$ cat src/rtl/share_collector.sv
// rtl/share_collector.sv - leading-zero hit detector with hit FIFO and first-word-fall-through output
module share_collector #(
  parameter int FIFO_DEPTH = 4,
  parameter int CNT_W      = 32
) (
  input  logic                          clk,
  input  logic                          rst,
  input  logic                          enable,
  input  logic [5:0]                    target_zeros,
  input  logic                          in_valid,
  input  logic [63:0]                   in_nonce,
  input  logic [63:0]                   in_hash,
  output logic                          out_valid,
  input  logic                          out_ready,
  output logic [63:0]                   out_nonce,
  output logic [63:0]                   out_hash,
  output logic [CNT_W-1:0]              hash_count,
  output logic [CNT_W-1:0]              hit_count,
  output logic [15:0]                   drop_count,
  output logic [$clog2(FIFO_DEPTH):0]   fifo_level,
  output logic                          overflow
);

  localparam int AW = $clog2(FIFO_DEPTH);

  typedef enum logic {EMPTY, PRESENT} out_state_t;

  out_state_t    state;
  logic          s1_hit;
  logic [63:0]   s1_nonce;
  logic [63:0]   s1_hash;
  logic [63:0]   mem_nonce [FIFO_DEPTH];
  logic [63:0]   mem_hash  [FIFO_DEPTH];
  logic [AW-1:0] wr_ptr;
  logic [AW-1:0] rd_ptr;
  logic [AW:0]   level_nxt;
  logic [63:0]   zero_mask;
  logic          qual;
  logic          hit_now;
  logic          full;
  logic          pop;
  logic          push;
  logic          drop;

  // Mask covers the top target_zeros bits; N=0 yields an empty mask so everything hits.
  assign zero_mask = ~({64{1'b1}} >> target_zeros);
  assign hit_now   = ((in_hash & zero_mask) == 64'd0);
  assign qual      = in_valid && enable;
  assign full      = (fifo_level == (AW+1)'(FIFO_DEPTH));
  assign pop       = out_valid && out_ready;
  assign push      = s1_hit && (!full || pop);
  assign drop      = s1_hit && full && !pop;

  always_comb begin
    level_nxt = fifo_level;
    if (push && !pop)
      level_nxt = fifo_level + (AW+1)'(1);
    else if (pop && !push)
      level_nxt = fifo_level - (AW+1)'(1);
  end

  always_ff @(posedge clk or posedge rst) begin
    if (rst) begin
      s1_hit     <= 1'b0;
      s1_nonce   <= '0;
      s1_hash    <= '0;
      wr_ptr     <= '0;
      rd_ptr     <= '0;
      fifo_level <= '0;
      hash_count <= '0;
      hit_count  <= '0;
      drop_count <= '0;
      overflow   <= 1'b0;
      state      <= EMPTY;
      out_valid  <= 1'b0;
    end else begin
      s1_hit   <= qual && hit_now;
      s1_nonce <= in_nonce;
      s1_hash  <= in_hash;
      if (qual && hash_count != {CNT_W{1'b1}})
        hash_count <= hash_count + CNT_W'(1);
      if (push) begin
        wr_ptr <= wr_ptr + AW'(1);
        if (hit_count != {CNT_W{1'b1}})
          hit_count <= hit_count + CNT_W'(1);
      end
      if (pop)
        rd_ptr <= rd_ptr + AW'(1);
      if (drop) begin
        overflow <= 1'b1;
        if (drop_count != 16'hFFFF)
          drop_count <= drop_count + 16'd1;
      end
      fifo_level <= level_nxt;
      case (state)
        EMPTY: if (level_nxt != '0) begin
          state     <= PRESENT;
          out_valid <= 1'b1;
        end
        PRESENT: if (level_nxt == '0) begin
          state     <= EMPTY;
          out_valid <= 1'b0;
        end
        default: begin
          state     <= EMPTY;
          out_valid <= 1'b0;
        end
      endcase
    end
  end

  // Storage is never reset: occupancy is tracked by the pointers and the output is gated.
  always_ff @(posedge clk) begin
    if (push) begin
      mem_nonce[wr_ptr] <= s1_nonce;
      mem_hash[wr_ptr]  <= s1_hash;
    end
  end

  assign out_nonce = out_valid ? mem_nonce[rd_ptr] : 64'd0;
  assign out_hash  = out_valid ? mem_hash[rd_ptr]  : 64'd0;

endmodule

$ cat config.mk
export PLATFORM = sky130hd
export DESIGN_NAME = share_collector
export DESIGN_NICKNAME = d
export VERILOG_FILES = /design/src/rtl/share_collector.sv
export SDC_FILE = /design/constraint.sdc
export NUM_CORES = 1
export LEC_CHECK = 0
export ABC_AREA = 1
export BUFFER_PORTS_ARGS = -buffer_cell sky130_fd_sc_hd__buf_2
export CAP_MARGIN = 20
export CELL_PAD_IN_SITES_DETAIL_PLACEMENT = 1
export CELL_PAD_IN_SITES_GLOBAL_PLACEMENT = 1
export CORE_UTILIZATION = 41
export CTS_BUF_LIST = sky130_fd_sc_hd__clkbuf_8
export DETAILED_ROUTE_END_ITERATION = 12
export HOLD_SLACK_MARGIN = 0.02
export PLACE_DENSITY_LB_ADDON = 0.1
export SYNTH_ARGS = -nofsm -noshare
export SYNTH_HDL_FRONTEND = slang
export SYNTH_SLANG_ARGS = --single-unit
$ cat constraint.sdc
create_clock -name clk -period 9.45 [get_ports clk]
set_clock_uncertainty 0.05 [all_clocks]
set_input_delay 0.4725 -clock clk [delete_from_list [all_inputs] [get_ports clk]]
set_output_delay 0.4725 -clock clk [all_outputs]
set_load 0.1 [all_outputs]
[Word level (Yosys, flattened, before mapping)]
Memories as Yosys holds them, arrays and structs flattened.
Cells that the tools add are included.
Word-level totals
  bits in registers: 219
  memory bits (writable): 512
  input bits: 139
  output and inout bits: 213
  logic and storage cells: 62
  memories kept: 2
Memory list
  mem_hash: words 4, bits a word 64, rd ports 1, clocked after memory_dff 0, wr ports 1, RTL line 33  | logic [63:0] mem_hash [FIFO_DEPTH];
  mem_nonce: words 4, bits a word 64, rd ports 1, clocked after memory_dff 0, wr ports 1, RTL line 32  | logic [63:0] mem_nonce [FIFO_DEPTH];
Operators by class
  add/subtract/negate cells: 7
  eq/ne operators: 6
  shift operators: 1
  mux-type cells: 12
  bitwise gates (word level): 3
  reduce and logical (&&, ||, !) cells: 19
Operators by type and width (number)
  2-to-1 mux 64 bit: 2
  adder 32 x 1 -> 32 bit, second input constant: 2
  AND 64 bit: 1
  zero test 64 bit: 1
  != test 32 bit, second input constant: 2
  NOT 64 bit: 1
  >> shifter 64 x 6 -> 64 bit, first input constant: 1
  adder 16 x 1 -> 16 bit, second input constant: 1
  != test 16 bit, second input constant: 1
  logical AND 1 bit: 9
  2-to-1 mux 1 bit: 6
  2-to-1 mux 3 bit: 2
  AND reduction 2 bit: 3
  adder 2 x 1 -> 2 bit, second input constant: 2
  case mux 1 bit (2 select lines): 2
  adder 3 x 1 -> 3 bit, second input constant: 1
  == test 3 bit, second input constant: 1
  zero test 1 bit: 3
  zero test 3 bit: 1
  nonzero test 3 bit: 1
  subtractor 3 x 1 -> 3 bit, second input constant: 1
  != test 2 x 1 -> 1 bit, second input constant: 1
  != test 2 bit, second input constant: 1
  logical OR 1 bit: 1
  NOT 1 bit: 1

[Logic depth before layout (Yosys ltp)]
  depth in word-level cells: 11
  depth in mapped cells: 13
  mapped depth without buffers: 12

[Worst setup path before layout]
Ideal clock, no wire load.
  path kind: register to register
  start point: register fifo_level[0]
  end point: memory mem_hash[0][0], enable pin
  setup time: 0.617 ns
  arrival: 7.128 ns
  required time: 8.783 ns
  setup slack: 1.655 ns
  cell stages (with the launch flop): 6
  buffers on the path: 0
  cells stage by stage: dfrtp_1 > inv_1 > ha_1 > a31oi_2 > inv_1 > nor2_1
Between the ends
  longest elaborated chain between the ends: 6
RTL lines
  from (decl): RTL line 20  | output logic [$clog2(FIFO_DEPTH):0] fifo_level,
  from (signal assigned): RTL line 94  | fifo_level <= level_nxt;
  == test 3 bit: RTL line 49  | assign full = (fifo_level == (AW+1)'(FIFO_DEPTH));
  zero test 1 bit: RTL line 51  | assign push = s1_hit && (!full || pop);
  logical OR 1 bit: RTL line 51
  logical AND 1 bit: RTL line 51
  2-to-1 mux 1 bit: RTL line 114  | if (push) begin
  2-to-1 mux 1 bit (implied by the code): RTL line 116  | mem_hash[wr_ptr] <= s1_hash;
  to (decl): RTL line 33
No other way between the ends.

[Final worst setup path]
  start point: register rd_ptr[0]
  end point: output out_hash[42]
Between the ends
  longest elaborated chain between the ends: 2
RTL lines
  from (decl): RTL line 35  | logic [AW-1:0] rd_ptr;
  from (signal assigned): RTL line 88  | rd_ptr <= rd_ptr + AW'(1);
  memory (4 x 64 bit)
  2-to-1 mux 64 bit: RTL line 121  | assign out_hash = out_valid ? mem_hash[rd_ptr] : 64'd0;
  to (decl): RTL line 16  | output logic [63:0] out_hash,
No other way between the ends.

==> impl_metrics.tcl <==
set metrics [dict create \
    max_stage_delay_ps 720 \
    antenna_left 0 \
    clockBufferDepth 3 \
    synth_edf_count 512 \
    start_kind "flip-flop" \
    wl_per_cell_um 20.9 \
    critical_path_required_ps 8930 \
    max_freq_ghz 0.198 \
    core_area_um2 70000 \
    antenna_found_initial 28 \
    ys_seq_area_share_pct 72.0 \
    setup_tns_ps 0 \
    track_usage_pct 23.8 \
    clock_latency_ps 720 \
    globalRoute.totalOverflow 0 \
    async_flop_share_pct 30.0 \
    drc 0 \
    cts.clk_slew.worst_paths_ps 60 \
    peakVddDrop_mv 0.193 \
    grt_pass1_vias 22000 \
    cp_max_fo 97 \
    synth_nets 2671 \
    fin_ws_ps 4390 \
    synth_area_per_cell_um2 11.5 \
    final-hold-violation-count 0 \
    post-route-period-util_pct 53.5 \
    routabilityCongestion 0.861 \
    synthFlopType "edfxtp_1" \
    rows 97 \
    routed_wl_um 85400 \
    crit_slowest_cell "dfrtp_4" \
    clock-sinks 731 \
    die_area_um2 71800 \
    yosys_warnings 0 \
    cpMostUsedCell "buf_4" \
    critPathArrivalTime_ps 4540 \
    status "completed" \
    rsz0062_at_grt "no" \
    clock-root-buffer "clkbuf_8" \
    grt_max_degree 109 \
    start_util_pct 41.4 \
    endpoint_kind "output pin" \
    first_pass_iters 4 \
    final_nets 3177 \
    vias 20700 \
    syn_area_um2 29000 \
    path_cells "inv_6 -> buf_4 -> buf_4 -> o21ai_0 -> a21oi_1 -> buf_2" \
    post_cts_buffers 0 \
    synth_seq_cells 731 \
    cts.htree.levels 3 \
    area_growth_pct 22.5 \
    max_cap_violations 0 \
    power.density_nw_per_um2 294 \
    report.final.slew_viol_count 0 \
    synthesis.instances 2520 \
    worstMarginPinSlew_ps 1100 \
    p_leak_nw 14.2 \
    min_period_ps 5060 \
    chipWidth_um 268 \
    slew-limit-headroom_pct 26.8 \
    viasPerCell 5.06 \
    hp-class "input port to flip-flop" \
    pin_count 352 \
    cts_buffers 120 \
    drt_iter0_markers 1189 \
    drive_gt1_share_pct 18.8 \
    synth_cell_types 37 \
    grt_pass1_wl_um 129000 \
    pre_cts_ws_ps 5080 \
    io_buffers 351 \
    cts_tree "yes" \
    setup_viol 0 \
    fp.dieH_um 268 \
    crit_type "flip-flop to output pin" \
    hpwl_um 53200 \
]
-- power by group --
part	internal (mW)	switching, mW
registers	3.50	0.135
clock network	1.56	1.29
logic	0.685	3.28
-- metal layers --
layer	track usage [%]	wire length (um)	up-vias
met5	0	139	-
met4	7.69	2350	24
met3	5.86	4640	153
met2	41.8	43400	434
met1	28.7	34900	10400
li1	-	-	9651
-- cells by family (layout without fill, tap and decap cells) --
kind of cell	after synthesis	in the layout	synth area share, %
xor+xnor	74	74	2.26
simple gates	1050	1050	14.5
buf+inv	214	824	3.07
fa+ha+maj	12	12	0.518
compound gates	439	439	7.65
flops	731	731	72.0
other cells	0	15	0
-- layout make-up --
cell class / count / area (um2)
diodes: 15 / 37.5
clock buffers: 138 / 1900
clock inverters: 88 / 624
fillers: 7559 / 34500
inverters: 94 / 370
multi-input cells: 1575 / 7270
flip-flops and latches: 731 / 20900
well taps: 940 / 1180
repair buffers: 504 / 3270
-- metrics by stage --
step / area (um2) / hold WS [ps] / util, % / power [mW] / std cells
floorplan: 29000 / 405 / - / 6.78 / 2520
global placement: 31600 / 401 / 45.1 / 7.58 / 3713
detailed placement: 31700 / 405 / 45.2 / 7.65 / 3715
CTS: 35500 / 125 / 50.6 / 10.6 / 4070
global route: 35500 / 155 / 50.7 / 10.9 / 4081
finish: 35500 / 194 / 50.7 / 10.4 / 4085
-- sequential cells by signal (all words and copies together) (netlist names) --
signal      flops
mem_hash      256
mem_nonce     256
s1_hash        64
s1_nonce       64
hash_count     32
hit_count      32
drop_count     16
fifo_level      3
rd_ptr          2
wr_ptr          2
out_valid       1
overflow        1
s1_hit          1
state           1
-- repair_timing --
item / 4_1_cts / 5_1_grt
hold buffers: 129 / 0
hold endpoints to repair: 234 / 0
gates resized for setup: 0 / 0
-- critical path, delay by kind of cell, from the launching register on --
kind,cells,cell delay [ps]
DFF,1,720
AOI/OAI and AO/OA,2,500
buffers and inverters,4,2500
-- path summary, 6_finish.rpt --
path	start	endpoint	slack, ps	cells past startpoint
max	rd_ptr[0]	out_hash[42]	4390	6
min	out_ready	rd_ptr[0]	190	3
max reg2reg	rd_ptr[0]	rd_ptr[0]	5770	5
min reg2reg	overflow	overflow	420	1
max in group asynchronous	rst	s1_nonce[13]	7350	4
min in group asynchronous	rst	hash_count[15]	450	3
-- placed cells by master, fill, tap and decap left out, types with 5 or more instances in the layout --
cell           instances
a21oi_1              130
nor2_1               628
ha_1                  12
dfrtp_1              217
xnor2_1               19
bufinv_16              8
nand3_1               63
buf_4                 22
o21ai_1               21
clkbuf_8             138
diode_2               15
clkinv_2              17
nand2_1              287
o21ai_0              283
edfxtp_1             512
nor2_4                 7
nor3_1                22
inv_2                  8
clkinv_1               6
xor2_1                54
nor3_2                 5
dlygate4sd3_1        129
nand4_1               20
buf_2                351
inv_1                129
-- cells in the mapped netlist (4+ instances only) --
cell type	instances	area [um2]
ha_1	12	150
clkbuf_1	73	274
xnor2_1	19	166
buf_2	33	165
xor2_1	54	473
nor3_2	5	50.1
nor3_1	22	110
nor2_1	632	2370
dfrtp_1	219	5480
o21ai_0	283	1420
nand2_1	287	1080
buf_1	9	33.8
a21oi_1	130	651
nand3_1	63	315
nand4_1	20	125
o21ai_1	21	105
inv_2	9	33.8
inv_1	85	319
nand2_2	4	25.0
edfxtp_1	512	15400
(Power assumes the default switching activity.)
